==> config.mk <==
export PLATFORM = sky130hd
export DESIGN_NAME = fifo_drain_arb
export DESIGN_NICKNAME = d
export VERILOG_FILES = /design/src/rtl/fifo_drain_pkg.sv /design/src/rtl/fifo_drain_arb_skid.sv /design/src/rtl/fifo_drain_arb.sv
export SDC_FILE = /design/constraint.sdc
export NUM_CORES = 1
export LEC_CHECK = 0
export ABC_CLOCK_PERIOD_IN_PS = 8050
export BUFFER_PORTS_ARGS = -buffer_cell sky130_fd_sc_hd__buf_2
export CAP_MARGIN = 5
export CORE_UTILIZATION = 41
export DETAILED_ROUTE_END_ITERATION = 16
export PLACE_DENSITY_LB_ADDON = 0.12
export SLEW_MARGIN = 0
export SYNTH_ARGS = -nofsm -noshare
export SYNTH_HDL_FRONTEND = slang
export SYNTH_SLANG_ARGS = --single-unit
==> constraint.sdc <==
create_clock -name clk -period 8.05 [get_ports clk]
set_input_delay 1.61 -clock clk [delete_from_list [all_inputs] [get_ports clk]]
set_output_delay 1.61 -clock clk [all_outputs]
set_load 0.05 [all_outputs]
==> src/rtl/fifo_drain_pkg.sv <==
// fifo_drain_pkg: FSM encoding, channel constants and the
// round-robin pick helper shared by the FIFO drain arbiter.
package fifo_drain_pkg;

  localparam int NR_CH = 8;
  localparam int CHW   = 3;

  typedef enum logic [1:0] {
    IDLE  = 2'd0,
    ISSUE = 2'd1,
    WAIT  = 2'd2
  } state_t;

  // First set bit searching upward from ptr+1, wrapping 7->0.
  function automatic logic [CHW-1:0] rr_pick(
    input logic [NR_CH-1:0] req,
    input logic [CHW-1:0]   ptr
  );
    logic [CHW-1:0] idx;
    logic [CHW-1:0] pick;
    logic           found;
    pick  = ptr;
    found = 1'b0;
    for (int i = 1; i <= NR_CH; i++) begin
      idx = ptr + CHW'(i);
      if (!found && req[idx]) begin
        pick  = idx;
        found = 1'b1;
      end
    end
    return pick;
  endfunction

endpackage

==> src/rtl/fifo_drain_arb_skid.sv <==
// fifo_drain_skid: 2-entry valid/ready skid buffer between the
// FIFO RAM read and the output stream; count feeds the issue check.
module fifo_drain_skid #(
  parameter int W = 40
) (
  input  logic         clk,
  input  logic         rst,
  input  logic         push,
  input  logic [W-1:0] push_dat,
  output logic [W-1:0] out_dat,
  output logic         out_vld,
  input  logic         out_rdy,
  output logic [1:0]   count
);

  logic [W-1:0] mem [2];
  logic         wr;
  logic         rd;
  logic         pop;

  assign out_vld = (count != 2'd0);
  assign pop     = out_vld & out_rdy;
  assign out_dat = mem[rd];

  // Upstream only pushes when an entry is free, so no overflow path.
  always_ff @(posedge clk) begin
    if (!rst) begin
      mem[0] <= '0;
      mem[1] <= '0;
      wr     <= 1'b0;
      rd     <= 1'b0;
      count  <= 2'd0;
    end else begin
      if (push) begin
        mem[wr] <= push_dat;
        wr      <= ~wr;
      end
      if (pop) begin
        rd <= ~rd;
      end
      count <= count + {1'b0, push} - {1'b0, pop};
    end
  end

endmodule

==> src/rtl/fifo_drain_arb.sv <==
// fifo_drain_arb: round-robin drain of the 8-channel shared FIFO.
// Define FIFO_DRAIN_PRIO0_EN to give channel 0 strict priority.
module fifo_drain_arb
  import fifo_drain_pkg::*;
#(
  parameter int DW        = 36,
  parameter int BURST_LEN = 4
) (
  input  logic             clk,
  input  logic             rst,
  input  logic [7:0]       ch_en_i,
  input  logic [7:0]       b_fifo_empty_i,
  output logic             b_re_o,
  output logic [2:0]       b_fifo_sel_o,
  input  logic [DW-1:0]    b_dat_i,
  output logic [DW-1:0]    o_dat,
  output logic [2:0]       o_ch,
  output logic             o_last,
  output logic             o_vld,
  input  logic             o_rdy,
  output logic             o_abort
);

  localparam int CW = $clog2(BURST_LEN + 1);
  localparam int SW = DW + CHW + 1;

  state_t          state;
  state_t          state_d;
  logic [CHW-1:0]  sel;
  logic [CHW-1:0]  sel_d;
  logic [CHW-1:0]  ptr;
  logic [CHW-1:0]  ptr_d;
  logic [CW-1:0]   cnt;
  logic [CW-1:0]   cnt_d;
  logic [NR_CH-1:0] req;
  logic [CHW-1:0]  gnt;
  logic [1:0]      skid_count;
  logic [SW-1:0]   skid_dat;
  logic            inflight;
  logic            slot_free;
  logic            ch_empty;
  logic            last;
  logic            re;
  logic            push;
  logic            abort;

  assign req = ~b_fifo_empty_i & ch_en_i;

`ifdef FIFO_DRAIN_PRIO0_EN
  assign gnt = req[0] ? '0 : rr_pick(req & 8'hFE, ptr);
`else
  assign gnt = rr_pick(req, ptr);
`endif

  assign ch_empty  = b_fifo_empty_i[sel];
  assign inflight  = (state == WAIT);
  assign slot_free = ({1'b0, skid_count} + {2'b00, inflight}) < 3'd2;
  assign last      = (cnt == CW'(BURST_LEN - 1));

  always_comb begin
    state_d = state;
    sel_d   = sel;
    ptr_d   = ptr;
    cnt_d   = cnt;
    re      = 1'b0;
    push    = 1'b0;
    abort   = 1'b0;
    unique case (state)
      IDLE: begin
        if (req != '0) begin
          sel_d   = gnt;
          cnt_d   = '0;
          state_d = ISSUE;
        end
      end
      ISSUE: begin
        if (ch_empty) begin
          abort   = 1'b1;
          state_d = IDLE;
        end else if (slot_free) begin
          re      = 1'b1;
          state_d = WAIT;
        end
      end
      WAIT: begin
        push    = 1'b1;
        cnt_d   = cnt + CW'(1);
        ptr_d   = sel;
        state_d = last ? IDLE : ISSUE;
      end
      default: state_d = IDLE;
    endcase
  end

  always_ff @(posedge clk) begin
    if (!rst) begin
      state <= IDLE;
      sel   <= '0;
      ptr   <= 3'd7;
      cnt   <= '0;
    end else begin
      state <= state_d;
      sel   <= sel_d;
      ptr   <= ptr_d;
      cnt   <= cnt_d;
    end
  end

  // Strobes are masked by reset so a reset mid-burst issues nothing.
  assign b_re_o       = re & rst;
  assign o_abort      = abort & rst;
  assign b_fifo_sel_o = sel;

  fifo_drain_skid #(
    .W(SW)
  ) u_skid (
    .clk      (clk),
    .rst      (rst),
    .push     (push),
    .push_dat ({b_dat_i, sel, last}),
    .out_dat  (skid_dat),
    .out_vld  (o_vld),
    .out_rdy  (o_rdy),
    .count    (skid_count)
  );

  assign o_dat  = skid_dat[SW-1 -: DW];
  assign o_ch   = skid_dat[CHW:1];
  assign o_last = skid_dat[0];

endmodule

==> results.cfg <==
[timing]
hold_violations = 0
max_freq_mhz = 218
setup_viol = 0
fin_crit_ns = 4.58
finalClockSkew_ns = 0.00407
slew_violations = 0
fin_crit_sh_pct = 56.9
rsz0062_at_grt = no
slew-limit-headroom_pct = 28.0
setup_tns_ns = 0
tightest_slew_ns = 1.08

[clock_tree]
clk_latency_ns = 0.34
postCtsHoldBufs = 0
ctsResizeCount = 0
clock-sinks = 96
clkSlewWorstSetupHoldPaths_ns = 0.07
cts_tree = done
cts-root-buf = clkbuf_16
htree_levels = 3
postCtsSetupBuffers = 0
numCtsBuffers = 9
clock_path_buffers = 2

[critical_path]
startpoint = b_fifo_empty_i[7]
critPathBufInv = 2
crit_path_end_kind = output pin
path_class = in -> out
crit_family = multiplexers
worstReg2RegStart = ptr[0]
path_cells = buf_2, mux4_2, mux2i_1, nor3b_1, buf_2
slowest_stage = mux4_2
crit_path_max_fanout = 4
worst_ep_arrival_time_ns = 2.97
start_kind = primary input
critPathRequiredTime_ns = 6.44
crit_top_cell = buf_2
max_stage_delay_ns = 0.47

[global_route]
grt_antenna_before_repair = 0
grt_usage_pct = 17.0
grt_pass1_wl_um = 17000
gr-total-overflow = 0
grt_max_degree = 42
grt_pass1_vias = 3432

[floorplanning]
die_w_um = 115
die_y_um = 115
io_pins = 101
fp-row-count = 40
core_area_um2 = 12200
die-area_um2 = 13200
start_util_pct = 42.8

[finish]
nFillCells = 1117
drive_gt1_share_pct = 36.8
antennaDiodeCount = 0
syn_to_final_growth_pct = 17.9
layout.cells.non_filler = 679
fin_util_pct = 50.5
nets = 567

[run]
timing.max_cap.violations = 0

[synth]
netlist.area_leader.share_pct = 46.0
synthFlopType = edfxtp_1
synth_cell_types = 61
synthesis.instances = 414
synth-seq-cells = 96
syn_area_per_cell_um2 = 12.6
async_flop_share_pct = 0
synth_nets = 475
synth_area_leaders = edfxtp_1 46%, and2_1 10%, mux2_2 9.0%
yosys.area.top_type = edfxtp_1
ys_warn_count = 0
seq_area_frac_synth_pct = 52.1
netlist_area_um2 = 5230
synth_edf_count = 80

[drt]
postRouteWirelength_um = 10700
drt_first_pass_iters = 4
drc = 0
drt-wirelength-per-cell_um = 15.7
via_per_inst = 5.15
detail-route-antenna-nets = 0
vias = 3499
drtIter0Drc = 204

[place]
gp_congestion = 0.872
hpwl_um = 7140
placedCellCount = 663
io_buffers = 100

[pwr]
powerDensity_nw_per_um2 = 290
peakVddDrop_mv = 0.227
p_leak_nw = 2.49

[run_status]
status = finished, final reports clean

[worst_hold_path]
min_from = u_skid.count[1]
hold_class = reg -> reg
Yosys cell counts, drive strengths merged (2+ instances only):
cell type   n
a211oi      3
a21o        2
a21oi       9
a221oi      2
a31o        2
a31oi       2
a32o        2
and2       87
and4bb      2
buf         9
clkbuf     14
clkinv      2
dfxtp      16
edfxtp     80
ha          6
inv         8
mux2       43
mux2i      12
mux4       13
nand2      15
nand2b      9
nand3       4
nand3b      2
nor2       10
nor2b      11
nor3        2
nor3b       3
nor4        3
nor4bb      2
o211ai      3
o21a        2
o21ai       7
o221ai      3
o22ai       4
xnor2       6
worst reg2reg max path: stages (launching register included):
cell	delay, ns
dfxtp_1	0.87
inv_6	0.17
ha_1	0.33
xnor2_2	0.37
mux4_2	0.39
mux2i_1	0.32
and4bb_4	0.33
and4_4	0.25
a311oi_1	0.06
a32o_1	0.27
state kept, by name (all words and copies together), names as in the netlist, named ones only:
| signal | flops |
|---|---|
| ptr | 3 |
| cnt | 3 |
| u_skid.rd | 1 |
| u_skid.wr | 1 |
| u_skid.count | 2 |
| b_fifo_sel_o | 3 |
| state | 2 |
| u_skid.mem | 80 |
cells in the final DEF, fill, tap and decap left out, drive strengths merged, types with 3 or more instances in the layout:
cell type    n
a211oi       3
a21oi        9
and2        87
buf        104
clkbuf      11
clkinv       5
dfxtp       16
edfxtp      80
ha           6
inv          8
mux2        43
mux2i       12
mux4        13
nand2       15
nand2b       9
nand3        4
nor2        10
nor2b       11
nor3b        3
nor4         3
o211ai       3
o21ai        7
o221ai       3
o22ai        4
xnor2        6
cell type report:
type                       instances  area, µm²  share of cell area [%]
tap                              168        210                    3.41
inverter                          10       42.5                   0.690
multi-input combinational        285       2360                    38.4
clock inverter                     5       57.6                   0.934
clock buffer                      11        233                    3.78
sequential                        96       2720                    44.2
timing repair buffer             104        531                    8.61
stage by stage:
| step | hold slack (ns) | cell area (µm²) | power (mW) | worst slack (ns) |
|---|---|---|---|---|
| after floorplan | 0.473 | 5230 | 1.23 | 2.98 |
| after global placement | 0.504 | 5870 | 1.38 | 3.48 |
| after detailed placement | 0.518 | 5870 | 1.38 | 3.46 |
| after CTS | 0.531 | 6160 | 1.81 | 3.45 |
| after global routing | 0.576 | 6160 | 1.87 | 3.38 |
| final | 0.532 | 6160 | 1.78 | 3.47 |
power by group:
part / switching [mW] / internal (mW)
logic: 0.445 / 0.255
clock network: 0.176 / 0.241
registers: 0.0738 / 0.594
path summary, 6_finish.rpt:
kind / to / slack (ns) / cells past startpoint
setup / recovery: b_re_o / 3.47 / 5
hold / removal: state[1] / 0.53 / 1
setup reg to reg: b_fifo_sel_o[1] / 4.59 / 9
hold reg to reg: state[1] / 0.53 / 1
metal layers:
metal / vias up / GRT usage [%] / part of all wire (%)
met2: 115 / 28.7 / 49
met5: - / 0 / 0
met4: 0 / 5.80 / 0.91
met1: 1664 / 20.8 / 44
met3: 7 / 4.90 / 6.6
li1: 1713 / - / -
kinds of logic after synthesis:
kind of cell               share of synthesized area [%]
adders and majority gates                           1.44
and+or+nand+nor                                     18.6
AOI/OAI and AO/OA                                   6.03
buffers and inverters                               3.02
DFF                                                 52.1
xor gates and xnor gates                            1.32
muxes                                               17.5
Power figures use the tool's default switching activity.
